===== src/rtl/glitch_pkg.sv =====
// ---------------------------------------------------------------------------
// glitch_pkg
//   Shared definitions for the glitch lab observer blocks.
//   - state_t : two-state classifier encoding (STABLE / PULSE)
//   - WIDTH_W : width of the pulse-width counter and the reported width
// ---------------------------------------------------------------------------
package glitch_pkg;

  typedef enum logic {
    STABLE = 1'b0,
    PULSE  = 1'b1
  } state_t;

  localparam int WIDTH_W = 8;

endpackage : glitch_pkg


===== src/rtl/glitch_monitor_if.sv =====
// ---------------------------------------------------------------------------
// glitch_monitor_if
//   Signal bundle between the monitored unit / board logic and glitch_monitor.
//   Ports carried:
//     iSig         : monitored signal, asynchronous to the system clock
//     iClear       : synchronous clear of the glitch count and last width
//     oLevel       : accepted (debounced) level of iSig
//     oGlitch      : one-cycle pulse per detected glitch
//     oLastWidth   : width in synchronized cycles of the most recent glitch
//     oGlitchCount : saturating glitch count (CNT_W bits)
//   Modports:
//     master : the side that drives iSig/iClear and consumes the results
//     slave  : the monitor itself
// ---------------------------------------------------------------------------
interface glitch_monitor_if
  import glitch_pkg::*;
#(
  parameter int CNT_W = 8
);

  logic               iSig;
  logic               iClear;
  logic               oLevel;
  logic               oGlitch;
  logic [WIDTH_W-1:0] oLastWidth;
  logic [CNT_W-1:0]   oGlitchCount;

  modport master (
    output iSig,
    output iClear,
    input  oLevel,
    input  oGlitch,
    input  oLastWidth,
    input  oGlitchCount
  );

  modport slave (
    input  iSig,
    input  iClear,
    output oLevel,
    output oGlitch,
    output oLastWidth,
    output oGlitchCount
  );

endinterface : glitch_monitor_if


===== src/rtl/sync_2ff.sv =====
// ---------------------------------------------------------------------------
// sync_2ff
//   Generic two-flop synchronizer for bringing asynchronous signals into the
//   iClk domain. Each bit is synchronized independently, so a multi-bit
//   instance is only suitable for unrelated single-bit signals.
//   Ports:
//     iClk   : destination clock
//     iReset : asynchronous, active-high reset (both stages cleared to 0)
//     iD     : asynchronous input
//     oQ     : synchronized output, two iClk cycles behind iD
// ---------------------------------------------------------------------------
module sync_2ff #(
  parameter int WIDTH = 1
) (
  input  logic             iClk,
  input  logic             iReset,
  input  logic [WIDTH-1:0] iD,
  output logic [WIDTH-1:0] oQ
);

  logic [WIDTH-1:0] r_meta;
  logic [WIDTH-1:0] r_sync;

  // First stage may go metastable; the second stage gives it a full cycle
  // to resolve before anything downstream looks at it.
  always_ff @(posedge iClk or posedge iReset) begin
    if (iReset) begin
      r_meta <= '0;
      r_sync <= '0;
    end else begin
      r_meta <= iD;
      r_sync <= r_meta;
    end
  end

  assign oQ = r_sync;

endmodule : sync_2ff


===== src/rtl/glitch_monitor.sv =====
// ---------------------------------------------------------------------------
// glitch_monitor
//   Observes a combinational output and classifies every level change of the
//   synchronized signal as either a legitimate transition (held for at least
//   MIN_WIDTH cycles) or a glitch (returned to the old level sooner). Each
//   glitch raises oGlitch for one cycle, records its width and bumps a
//   saturating counter.
//   Parameters:
//     MIN_WIDTH : cycles a new level must persist to be accepted (2..255)
//     CNT_W     : width of the glitch counter; must match the interface
//   Ports:
//     iClk   : system clock
//     iReset : asynchronous, active-high reset
//     bus    : glitch_monitor_if slave (iSig, iClear in; oLevel, oGlitch,
//              oLastWidth, oGlitchCount out)
// ---------------------------------------------------------------------------
module glitch_monitor
  import glitch_pkg::*;
#(
  parameter int MIN_WIDTH = 4,
  parameter int CNT_W     = 8
) (
  input  logic            iClk,
  input  logic            iReset,
  glitch_monitor_if.slave bus
);

  // A pulse is accepted on the cycle its width would reach MIN_WIDTH, i.e.
  // when the counter still reads MIN_WIDTH-1 and the level is still new.
  localparam logic [WIDTH_W-1:0] LP_ACCEPT_AT = WIDTH_W'(MIN_WIDTH - 1);
  localparam logic [CNT_W-1:0]   LP_CNT_MAX   = '1;

  function automatic logic [CNT_W-1:0] sat_inc(input logic [CNT_W-1:0] v);
    return (v == LP_CNT_MAX) ? v : v + CNT_W'(1);
  endfunction

  logic               w_s;
  state_t             r_state;
  logic               r_lvl;
  logic [WIDTH_W-1:0] r_wcnt;
  logic               r_glitch;
  logic [WIDTH_W-1:0] r_last_width;
  logic [CNT_W-1:0]   r_count;

  sync_2ff #(
    .WIDTH (1)
  ) u_sync (
    .iClk   (iClk),
    .iReset (iReset),
    .iD     (bus.iSig),
    .oQ     (w_s)
  );

  always_ff @(posedge iClk or posedge iReset) begin
    if (iReset) begin
      r_state      <= STABLE;
      r_lvl        <= 1'b0;
      r_wcnt       <= '0;
      r_glitch     <= 1'b0;
      r_last_width <= '0;
      r_count      <= '0;
    end else begin
      r_glitch <= 1'b0;

      // Clear first; a glitch detected in the same cycle overrides below so
      // that it is counted on top of the cleared value.
      if (bus.iClear) begin
        r_last_width <= '0;
        r_count      <= '0;
      end

      unique case (r_state)
        STABLE: begin
          if (w_s != r_lvl) begin
            r_state <= PULSE;
            r_wcnt  <= WIDTH_W'(1);
          end
        end

        PULSE: begin
          if (w_s == r_lvl) begin
            // Returned to the old level before being accepted: glitch.
            r_glitch     <= 1'b1;
            r_last_width <= r_wcnt;
            r_count      <= sat_inc(bus.iClear ? '0 : r_count);
            r_state      <= STABLE;
          end else if (r_wcnt == LP_ACCEPT_AT) begin
            r_lvl   <= ~r_lvl;
            r_state <= STABLE;
          end else begin
            r_wcnt <= r_wcnt + WIDTH_W'(1);
          end
        end

        default: r_state <= STABLE;
      endcase
    end
  end

  assign bus.oLevel       = r_lvl;
  assign bus.oGlitch      = r_glitch;
  assign bus.oLastWidth   = r_last_width;
  assign bus.oGlitchCount = r_count;

endmodule : glitch_monitor


===== src/flat_wrapper.sv =====
// flat-port wrapper written by rule: the top's interface ports become plain ports
module glitch_monitor_flat import glitch_pkg::*;
#(
  parameter int MIN_WIDTH = 4,
  parameter int CNT_W     = 8
)
  (iClk, iReset, bus_iSig, bus_iClear, bus_oLevel, bus_oGlitch, bus_oLastWidth, bus_oGlitchCount);
  glitch_monitor_if #(.CNT_W(CNT_W)) bus_i ();
  input  logic iClk;
  input  logic iReset;
  input wire logic [$bits(bus_i.iSig)-1:0] bus_iSig;
  input wire logic [$bits(bus_i.iClear)-1:0] bus_iClear;
  output wire logic [$bits(bus_i.oLevel)-1:0] bus_oLevel;
  output wire logic [$bits(bus_i.oGlitch)-1:0] bus_oGlitch;
  output wire logic [$bits(bus_i.oLastWidth)-1:0] bus_oLastWidth;
  output wire logic [$bits(bus_i.oGlitchCount)-1:0] bus_oGlitchCount;
  assign bus_i.iSig = bus_iSig;
  assign bus_i.iClear = bus_iClear;
  assign bus_oLevel = bus_i.oLevel;
  assign bus_oGlitch = bus_i.oGlitch;
  assign bus_oLastWidth = bus_i.oLastWidth;
  assign bus_oGlitchCount = bus_i.oGlitchCount;
  glitch_monitor #(.MIN_WIDTH(MIN_WIDTH), .CNT_W(CNT_W)) u_core (.iClk(iClk), .iReset(iReset), .bus(bus_i));
endmodule

===== config.mk =====
export PLATFORM = sky130hd
export DESIGN_NAME = glitch_monitor_flat
export DESIGN_NICKNAME = d
export VERILOG_FILES = /design/src/rtl/glitch_pkg.sv /design/src/rtl/glitch_monitor_if.sv /design/src/rtl/sync_2ff.sv /design/src/rtl/glitch_monitor.sv /design/src/flat_wrapper.sv
export SDC_FILE = /design/constraint.sdc
export NUM_CORES = 1
export LEC_CHECK = 0
export ABC_AREA = 1
export BUFFER_PORTS_ARGS = -buffer_cell sky130_fd_sc_hd__buf_2
export CORE_MARGIN = 2
export CORE_UTILIZATION = 38
export CTS_BUF_LIST = sky130_fd_sc_hd__clkbuf_4 sky130_fd_sc_hd__clkbuf_8 sky130_fd_sc_hd__clkbuf_16
export CTS_CLUSTER_DIAMETER = 100
export DETAILED_ROUTE_END_ITERATION = 8
export SYNTH_ARGS = -nofsm -noshare
export SYNTH_HDL_FRONTEND = slang
export SYNTH_SLANG_ARGS = --single-unit

===== constraint.sdc =====
create_clock -name iClk -period 2.3 [get_ports iClk]
set_input_delay 0.575 -clock iClk [delete_from_list [all_inputs] [get_ports iClk]]
set_output_delay 0.575 -clock iClk [all_outputs]
set_load 0.01 [all_outputs]

==> impl_metrics.csv <==
group,metric,value,unit
outcome,status,"finished, final reports clean",
critical_path,slowest_stage,"dfrtp_1",
detailed_routing,wl_per_cell,11.7,um
synthesis,syn_area,1440,um2
clock_tree,post_cts_buffers,0,
placement,place_ws,0.653,ns
critical_path,cpPeakStageDelay,0.49,ns
clock_tree,cts_sinks,29,
final_layout,layout_common_cells,"45 x nand2_1, 29 x dfrtp_1, 25 x inv_1",
floorplan,initial_utilization,0.393,
pwr,p_leak,0.888,nW
critical_path,endpoint,"u_core.bus.oLastWidth[6]",
final_layout,final_area,1680,um2
synthesis,yosysTopAreaCell,"dfrtp_1",
floorplan,die_area,4300,um2
synthesis,synth_top_cell_area_share,0.504,
sta,hold_viol_final,0,
critical_path,crit_path_start,"u_core.r_state",
sta,slew_headroom,0.751,
sta,finalSetupViolations,0,
global_route,overflow,0,
critical_path,worst_r2r_startpoint,"u_core.r_state",
clock_tree,ctsHoldBuffers,0,
critical_path,worst_setup_path_start_kind,"flop",
sta,layout_min_cycle_time,1.51,ns
synthesis,synth_warnings,0,
critical_path,crit_family,"flip-flops",
final_layout,n_fill_cell,371,
detailed_routing,drc,0,
sta,finalSetupTns,0,ns
detailed_routing,dr_total_vias,1201,
synthesis,synthCells,179,
final_layout,diodes,0,
sta,fmax,0.662,GHz
pwr,power.density,874,nW/um2
critical_path,end_kind,"flop",
floorplan,std_cell_rows,22,
detailed_routing,first_iter_violations,111,
sta,worstMarginPinSlew,0.373,ns
hold_path,hold_path_class,"in -> async",
synthesis,ys_seq_elements,29,
clock_tree,h-tree-depth,2,
placement,dpl_cell_area,1590,um2
clock_tree,clock_path_buffers,2,
critical_path,path_cells,"inv_2 > nor2_4 > inv_1 > nand3_1 > o21ai_1",
placement,io_buffers,21,
sta,finalWorstSetupSlack,0.788,ns
global_route,grt_pass1_wl,5070,um
detailed_routing,viasPerCell,4.73,
final_layout,area_growth,16.5,%
clock_tree,clkTransAtPathRegs,0.06,ns
sta,slew_viol_final,0,
detailed_routing,ant_nets,0,
sta,fin_skew,0.00371,ns
placement,place_congestion,0.793,
synthesis,yosysUniqueCellTypes,22,
critical_path,path_buf_inv,2,
critical_path,crit_fanout,13,
placement,hpwl,2120,um
pwr,ir_drop,0.350,mV
floorplan,core,3660,um2
clock_tree,clk_latency,0.29,ns
critical_path,worstSetupPathType,"reg -> reg",
critical_path,worstPathArrival,1.67,ns
clock_tree,cts-root-buf,"clkbuf_8",
clock_tree,cts_tree,"done",
clock_tree,cts_resized,0,
critical_path,reg2reg_setup_slack,0.79,ns
sta,rsz0062_at_grt,"false",
synthesis,yosysSeqAreaShare,0.504,
critical_path,cp.required,2.46,ns
critical_path,r2r_end,"u_core.bus.oLastWidth[6]",
global_route,grt_pass1_vias,1100,
clock_tree,cts_buffers,5,
final_layout,post-route-util,0.458,
synthesis,synth_area_leaders,"dfrtp_1 50%, nand2_1 12%, nand3_1 7.6%",
floorplan,ioPinCount,22,
floorplan,fp.dieW,65.6,um
flow_run,drv_cap,0,
critical_path,worst_r2r_path_depth,5,
global_route,grtUsageTotal,0.159,
synthesis,avgSynthCellArea,8.05,um2
final_layout,final_common_cell,"nand2_1",
floorplan,die_h,65.6,um
final_layout,finalNetCount,210,
detailed_routing,drt_pass1_iterations,4,
final_layout,drive_gt1_frac,0.204,
critical_path,path_depth,5,
global_route,grt_start_max_net_pins,30,
global_route,antenna_found_initial,0,
detailed_routing,totalWireLength,2980,um
sta,min_period_over_period,0.657,
synthesis,syn_nets,184,
report_power, final:
group	internal [W]	total, W	switching (W)
registers	0.000590	0.000673	0.0000831
logic	0.000118	0.000375	0.000257
clock network	0.000221	0.000418	0.000197
Yosys cell counts:
master     n
inv_4      1
nand2_1   45
nand3b_1   1
xnor2_1    1
nor2_1    12
nor3_1     1
buf_6      1
inv_2      2
nand3_1   22
nand4_1    4
nor2_4     2
dfrtp_1   29
buf_2      2
nand3_2    3
ha_1       1
inv_1     25
o21ai_1   10
o21bai_1   1
o21ai_0   10
xor2_1     2
nor2_2     2
nand2_2    2
stage by stage:
step                cells  hold WS (ns)  power [W]
floorplan             179         0.331   0.000946
global placement      246         0.332    0.00106
CTS                   254         0.351    0.00148
detailed placement    246         0.336    0.00106
finish                254         0.348    0.00147
global route          254         0.361    0.00157
flip-flops by register name, indices dropped and copies added, names as in the netlist:
name / cells
u_core.u_sync.r_meta: 1
u_core.bus.oGlitch: 1
u_core.r_wcnt: 8
u_core.bus.oGlitchCount: 8
u_core.bus.oLastWidth: 8
u_core.r_state: 1
u_core.bus.oLevel: 1
u_core.u_sync.oQ: 1
cell families after synthesis:
kind of cell             Yosys count  share of synthesized area
AND/OR/NAND/NOR                   94                      0.305
buffers and inverters             31                     0.0895
flip-flops                        29                      0.504
AO/OA/AOI/OAI                     21                     0.0747
XOR/XNOR                           3                     0.0182
adder cells (fa/ha/maj)            1                    0.00869
routing by layer:
metal	track usage	up-vias	share of wire	wire length, um
li1	-	619	-	-
met1	0.211	545	0.50	1490
met2	0.232	32	0.43	1280
met3	0.0616	5	0.055	163
met4	0.0625	0	0.015	44
met5	0	-	0	0
worst min-delay path, cell delays in order:
cell,delay [ns]
buf_2,0.09
inv_1,0.04
buf_4,0.33
how the worst min path moves through the flow:
| stage | endpoint | from | depth (start not counted) | slack, ns |
|---|---|---|---|---|
| 2_1_floorplan | u_core.u_sync.oQ | u_core.u_sync.r_meta | 0 | 0.33 |
| 3_3_place_gp | u_core.u_sync.oQ | u_core.u_sync.r_meta | 0 | 0.33 |
| 3_5_place_dp | u_core.u_sync.oQ | u_core.u_sync.r_meta | 0 | 0.34 |
| 4_1_cts | u_core.u_sync.oQ | u_core.u_sync.r_meta | 0 | 0.35 |
| 5_1_grt | u_core.u_sync.oQ | u_core.u_sync.r_meta | 0 | 0.36 |
| 6_report | u_core.u_sync.oQ | iReset | 3 | 0.35 |
layout make-up:
class                           count  area, um2  share of cell area
Clock buffer                        6       76.3              0.0455
Multi-Input combinational cell    119        586               0.349
Sequential cell                    29        726               0.433
Timing Repair Buffer               22        113              0.0671
Clock inverter                      2       10.0             0.00597
Tap cell                           48       60.1              0.0358
Inverter                           28        108              0.0641
Power figures use the tool's default switching activity.
